**src/rtl/transformation_scheduler_pkg.sv**
```systemverilog
// Shared types and default sizing for the GCN layer transform scheduler.
// Optional build macro used by the top: DOT_PIPE_EN (registers the dot product).
package gcn_pkg;

    localparam int FEATURE_ROWS   = 6;
    localparam int WEIGHT_COLS    = 3;
    localparam int DOT_PROD_WIDTH = 16;
    localparam int MEM_RD_LAT     = 1;

    typedef enum logic [2:0] {
        IDLE,
        READ,
        WAIT,
        WRITE,
        DONE
    } sched_state_t;

    // Index width that never collapses to zero bits for a single-entry dimension.
    function automatic int clog2_min1(input int n);
        return (n > 1) ? $clog2(n) : 1;
    endfunction

endpackage

```
**src/rtl/transformation_scheduler_index_counter.sv**
```systemverilog
// Row/column walker for the output matrix: row-major, col fastest, saturating at the last element.
module sched_index_counter #(
    parameter int ROWS  = 6,
    parameter int COLS  = 3,
    parameter int ROW_W = 3,
    parameter int COL_W = 2
) (
    input  logic             clk,
    input  logic             rst_n,
    input  logic             i_clr,
    input  logic             i_adv,
    output logic [ROW_W-1:0] o_row,
    output logic [COL_W-1:0] o_col,
    output logic             o_last
);

    logic [ROW_W-1:0] r_row;
    logic [COL_W-1:0] r_col;
    logic             w_last_col;
    logic             w_last_row;

    assign w_last_col = (r_col == COL_W'(COLS - 1));
    assign w_last_row = (r_row == ROW_W'(ROWS - 1));

    always_ff @(posedge clk or negedge rst_n) begin
        if (!rst_n) begin
            r_row <= '0;
            r_col <= '0;
        end else if (i_clr) begin
            r_row <= '0;
            r_col <= '0;
        end else if (i_adv && !(w_last_col && w_last_row)) begin
            if (w_last_col) begin
                r_col <= '0;
                r_row <= r_row + 1'b1;
            end else begin
                r_col <= r_col + 1'b1;
            end
        end
    end

    assign o_row  = r_row;
    assign o_col  = r_col;
    assign o_last = w_last_col && w_last_row;

endmodule

```
**src/rtl/transformation_scheduler.sv**
```systemverilog
// Sequences reads, latency wait and result writes to build FM_WH = FM x WH for one layer.
// Build option: `define DOT_PIPE_EN to register dot_product before it is written (adds one WAIT cycle).
module transformation_scheduler #(
    parameter int FEATURE_ROWS   = gcn_pkg::FEATURE_ROWS,
    parameter int WEIGHT_COLS    = gcn_pkg::WEIGHT_COLS,
    parameter int DOT_PROD_WIDTH = gcn_pkg::DOT_PROD_WIDTH,
    parameter int MEM_RD_LAT     = gcn_pkg::MEM_RD_LAT,
    localparam int ROW_W         = gcn_pkg::clog2_min1(FEATURE_ROWS),
    localparam int COL_W         = gcn_pkg::clog2_min1(WEIGHT_COLS)
) (
    input  logic                      clk,
    input  logic                      rst_n,
    input  logic                      start,
    output logic                      busy,
    output logic                      done,
    output logic                      read_feature_en,
    output logic [ROW_W-1:0]          read_feature_addr,
    output logic                      read_weight_en,
    output logic [COL_W-1:0]          read_weight_addr,
    input  logic [DOT_PROD_WIDTH-1:0] dot_product,
    output logic                      fm_wh_wr_en,
    output logic [ROW_W-1:0]          fm_wh_wr_row,
    output logic [COL_W-1:0]          fm_wh_wr_col,
    output logic [DOT_PROD_WIDTH-1:0] fm_wh_wr_data
);

    import gcn_pkg::*;

`ifdef DOT_PIPE_EN
    localparam int WAIT_CYC = MEM_RD_LAT + 1;
`else
    localparam int WAIT_CYC = MEM_RD_LAT;
`endif
    localparam int WAIT_W = clog2_min1(WAIT_CYC);

    sched_state_t        r_state, w_state_nxt;
    logic [WAIT_W-1:0]   r_wait_cnt, w_wait_cnt_nxt;
    logic                w_clr, w_adv, w_last;
    logic [ROW_W-1:0]    w_row;
    logic [COL_W-1:0]    w_col;
    logic                r_busy, r_done, r_rd_en, r_wr_en;
    logic [DOT_PROD_WIDTH-1:0] w_dot_src;

    sched_index_counter #(
        .ROWS  (FEATURE_ROWS),
        .COLS  (WEIGHT_COLS),
        .ROW_W (ROW_W),
        .COL_W (COL_W)
    ) u_idx (
        .clk    (clk),
        .rst_n  (rst_n),
        .i_clr  (w_clr),
        .i_adv  (w_adv),
        .o_row  (w_row),
        .o_col  (w_col),
        .o_last (w_last)
    );

    always_comb begin
        w_state_nxt    = r_state;
        w_wait_cnt_nxt = r_wait_cnt;
        w_clr          = 1'b0;
        w_adv          = 1'b0;
        case (r_state)
            IDLE: begin
                if (start) begin
                    w_clr       = 1'b1;
                    w_state_nxt = READ;
                end
            end
            READ: begin
                w_wait_cnt_nxt = '0;
                w_state_nxt    = WAIT;
            end
            WAIT: begin
                if (r_wait_cnt == WAIT_W'(WAIT_CYC - 1)) begin
                    w_wait_cnt_nxt = '0;
                    w_state_nxt    = WRITE;
                end else begin
                    w_wait_cnt_nxt = r_wait_cnt + 1'b1;
                end
            end
            WRITE: begin
                if (w_last) begin
                    w_state_nxt = DONE;
                end else begin
                    w_adv       = 1'b1;
                    w_state_nxt = READ;
                end
            end
            DONE: begin
                // Park indices at zero so the idle address outputs are quiet.
                w_clr       = 1'b1;
                w_state_nxt = IDLE;
            end
            default: w_state_nxt = IDLE;
        endcase
    end

    // Strobes are registered off the next state so they line up with the state they decode.
    always_ff @(posedge clk or negedge rst_n) begin
        if (!rst_n) begin
            r_state    <= IDLE;
            r_wait_cnt <= '0;
            r_busy     <= 1'b0;
            r_done     <= 1'b0;
            r_rd_en    <= 1'b0;
            r_wr_en    <= 1'b0;
        end else begin
            r_state    <= w_state_nxt;
            r_wait_cnt <= w_wait_cnt_nxt;
            r_busy     <= (w_state_nxt == READ) || (w_state_nxt == WAIT) || (w_state_nxt == WRITE);
            r_done     <= (w_state_nxt == DONE);
            r_rd_en    <= (w_state_nxt == READ);
            r_wr_en    <= (w_state_nxt == WRITE);
        end
    end

`ifdef DOT_PIPE_EN
    logic [DOT_PROD_WIDTH-1:0] r_dot;

    always_ff @(posedge clk or negedge rst_n) begin
        if (!rst_n) r_dot <= '0;
        else        r_dot <= dot_product;
    end

    assign w_dot_src = r_dot;
`else
    assign w_dot_src = dot_product;
`endif

    assign busy              = r_busy;
    assign done              = r_done;
    assign read_feature_en   = r_rd_en;
    assign read_weight_en    = r_rd_en;
    assign read_feature_addr = w_row;
    assign read_weight_addr  = w_col;
    assign fm_wh_wr_en       = r_wr_en;
    assign fm_wh_wr_row      = w_row;
    assign fm_wh_wr_col      = w_col;
    assign fm_wh_wr_data     = r_wr_en ? w_dot_src : '0;

endmodule

```
**config.mk**
```make
export PLATFORM = sky130hd
export DESIGN_NAME = transformation_scheduler
export DESIGN_NICKNAME = d
export VERILOG_FILES = /design/src/rtl/transformation_scheduler_pkg.sv /design/src/rtl/transformation_scheduler_index_counter.sv /design/src/rtl/transformation_scheduler.sv
export SDC_FILE = /design/constraint.sdc
export NUM_CORES = 1
export LEC_CHECK = 0
export CORE_MARGIN = 4
export CORE_UTILIZATION = 35
export DETAILED_ROUTE_END_ITERATION = 10
export GPL_ROUTABILITY_DRIVEN = 1
export HOLD_SLACK_MARGIN = 0.12
export PLACE_DENSITY = 0.77
export SYNTH_ARGS = -nofsm -noshare
export SYNTH_HDL_FRONTEND = slang
export SYNTH_SLANG_ARGS = --single-unit
```
**constraint.sdc**
```tcl
create_clock -name clk -period 2 [get_ports clk]
set_input_delay 0.3 -clock clk [delete_from_list [all_inputs] [get_ports clk]]
set_output_delay 0.3 -clock clk [all_outputs]
set_load 0.1 [all_outputs]
```
==> results.tsv <==
stage	metric	value	unit
yosys	synth-simple-area-share	32.0	%
cells_and_area	design_area	1360	um2
global_routing	grt_use_total	15.4	%
outcome	status	completed	
sta	max_slew_margin	65.8	%
yosys	syn_avg_cell_area	9.46	um2
global_routing	grt_pass1_vias	651	
yosys	synth.distinct_cells	25	
setup_path	ff2ff_setup_slack	0.65	ns
sta	rsz0062_at_grt	false	
clock_network	cts_tree	yes	
yosys	yosysMostFrequentCell	and2_1	
place	place.gp.congestion	0.814	
sta	finalSetupTns	0	ns
setup_path	critPathSlowestCell	dfrtp_2	
cells_and_area	nets	143	
yosys	synthTopCellsByCount	17 x and2_1, 12 x dfrtp_1, 8 x buf_4	
setup_path	worstSetupPathType	reg2out	
yosys	syn_inst	77	
yosys	synth_ff_type	dfrtp_1	
global_routing	grt_max_degree	18	
detailed_routing	wire_per_inst	14.5	um
detailed_routing	drt_iter0_drc	11	
detailed_routing	finalWirelength	2.15	mm
yosys	ys_ff_latch	12	
yosys	synth_top_family_by_area	simple AND/OR/NAND/NOR gates	
sta	setup_viol	0	
sta	hold_violations	0	
clock_network	holdBufCountCts	0	
floorplan	fp.dieH	53.6	um
clock_network	clock-sinks	12	
floorplan	num_rows	16	
clock_network	clock-root-buffer	clkbuf_4	
floorplan	die_area	2870	um2
yosys	yosysTopAreaCell	dfrtp_1	
yosys	synth_edf_count	0	
floorplan	pin_count	50	
clock_network	clockBufferDepth	2	
detailed_routing	vias	709	
setup_path	crit_path_max_fanout	17	
flow_run	drv_cap	0	
yosys	async_reset_ff_share	100	%
clock_network	clkLatencyLatePin	0.27	ns
global_routing	grt_overflow	0	
setup_path	cpPeakStageDelay	0.48	ns
yosys	ys_seq_area_share	41.2	%
place	dp.cells	144	
yosys	synth_area_leaders	dfrtp_1 41%, and2_1 15%, buf_4 8.2%	
cells_and_area	drive_gt1_share	41.3	%
setup_path	cp.arrival	1.16	ns
yosys	ys_warn_count	0	
sta	min_period	1.46	ns
setup_path	cp.required	1.70	ns
sta	holdWs	0.362	ns
place	placed_area	1330	um2
floorplan	die_w	53.6	um
global_routing	grt_pass1_wl	3.16	mm
cells_and_area	area_growth	87.1	%
sta	max_slew.worst_pin.slew	0.511	ns
clock_network	h-tree-depth	1	
clock_network	cts_setup_buffers	0	
sta	fin_crit_sh	72.9	%
yosys	synth_mux_area_share	4.12	%
hold_path	hold_path_class	in2async	
clock_network	cts_buffers	3	
detailed_routing	first_pass_iters	4	
sta	finClkSkew	0.000958	ns
yosys	synth_top_area_share	41.2	%
clock_network	cts.clk_slew.worst_paths	0.07	ns
setup_path	path_cells	and2_1, buf_12	
yosys	synthAdderAreaFrac	3.44	%
yosys	synth_compound_area_share	8.25	%
setup_path	start_kind	register	
detailed_routing	ant_nets	0	
yosys	synth_xor_area_share	1.20	%
global_routing	antenna_found_initial	0	
detailed_routing	vias_per_cell	4.79	
floorplan	start_util	37.1	%
cells_and_area	fin_cells	148	
sta	slew_viol_final	0	
sta	fmax	686	MHz
setup_path	crit_path_end_kind	output pin	
cells_and_area	fillCellCount	155	
place	port_buffers	49	
floorplan	core	1960	um2
detailed_routing	remaining_drc_errors	0	
place	dpl.hpwl	1.81	mm
yosys	syn_nets	98	
yosys	synth_area	728	um2
cells_and_area	diodes	0	
clock_network	cts_resized	0	
[worst max-delay path: cells and delay by family, from the launching register on]
family                 cells  cell delay [ns]
buffers and inverters      1             0.19
DFF                        1             0.48
and+or+nand+nor            1             0.21
[logic make-up (layout without fill, tap and decap cells)]
logic type	Yosys count	count (layout)
simple gates	37	37
flops	12	12
compound gates	11	11
buf+inv	11	55
mux	3	3
fa+ha+maj	2	2
xor+xnor	1	1
[worst paths after layout]
check / from / to / cells after the start
max: fm_wh_wr_en / fm_wh_wr_data[1] / 2
min: rst_n / u_idx.o_col[0] / 1
max reg2reg: u_idx.o_row[1] / busy / 5
min reg2reg: u_idx.o_row[2] / u_idx.o_row[2] / 1
max in group asynchronous: rst_n / fm_wh_wr_en / 1
min in group clk: u_idx.o_row[2] / u_idx.o_row[2] / 1
[layer usage]
| layer | part of all wire (%) | track usage, % | vias to the layer above |
|---|---|---|---|
| li1 | - | - | 340 |
| met1 | 41 | 19.7 | 335 |
| met2 | 48 | 25.3 | 31 |
| met3 | 10 | 3.88 | 3 |
| met4 | 0.88 | 5.11 | 0 |
| met5 | 0 | 0 | - |
[sequential cells by signal (all words and copies together) (netlist names)]
name             flops
fm_wh_wr_en          1
r_state              3
busy                 1
u_idx.o_col          2
read_feature_en      1
u_idx.o_row          3
done                 1
[per-stage QoR]
step | utilization (%) | setup WS, ns
2_1_floorplan | - | 0.166
3_5_place_dp | 67.6 | 0.577
6_report | 69.5 | 0.542
4_1_cts | 69.5 | 0.501
3_3_place_gp | 67.6 | 0.609
5_1_grt | 69.5 | 0.464
[cell usage in the layout (no fill, tap or decap), drive strengths merged]
master | Yosys | routed
clkbuf | 1 | 4
and2 | 17 | 17
buf | 8 | 31
o21ai | 5 | 5
dfrtp | 12 | 12
ha | 2 | 2
or2 | 1 | 1
inv | 2 | 2
clkdlybuf4s50 | 0 | 18
nand4 | 1 | 1
nor2 | 6 | 6
nand3 | 1 | 1
xnor2 | 1 | 1
o22ai | 1 | 1
mux2i | 3 | 3
a31oi | 1 | 1
or3 | 1 | 1
a21oi | 3 | 3
nand2 | 4 | 4
nor3b | 2 | 2
nand4b | 1 | 1
nand3b | 1 | 1
o21bai | 1 | 1
nor2b | 1 | 1
and3b | 1 | 1
[cell type report]
type | count | area, um2 | area share [%]
clock buffer | 4 | 36.3 | 2.66
inverter | 2 | 7.51 | 0.551
multi-input combinational | 54 | 370 | 27.2
sequential | 12 | 302 | 22.1
tap | 27 | 33.8 | 2.48
timing repair buffer | 49 | 613 | 45.0
Power is left out: the tool's default activity adds up to more than one toggle a clock period on the data nets, which glitch-free logic cannot reach.
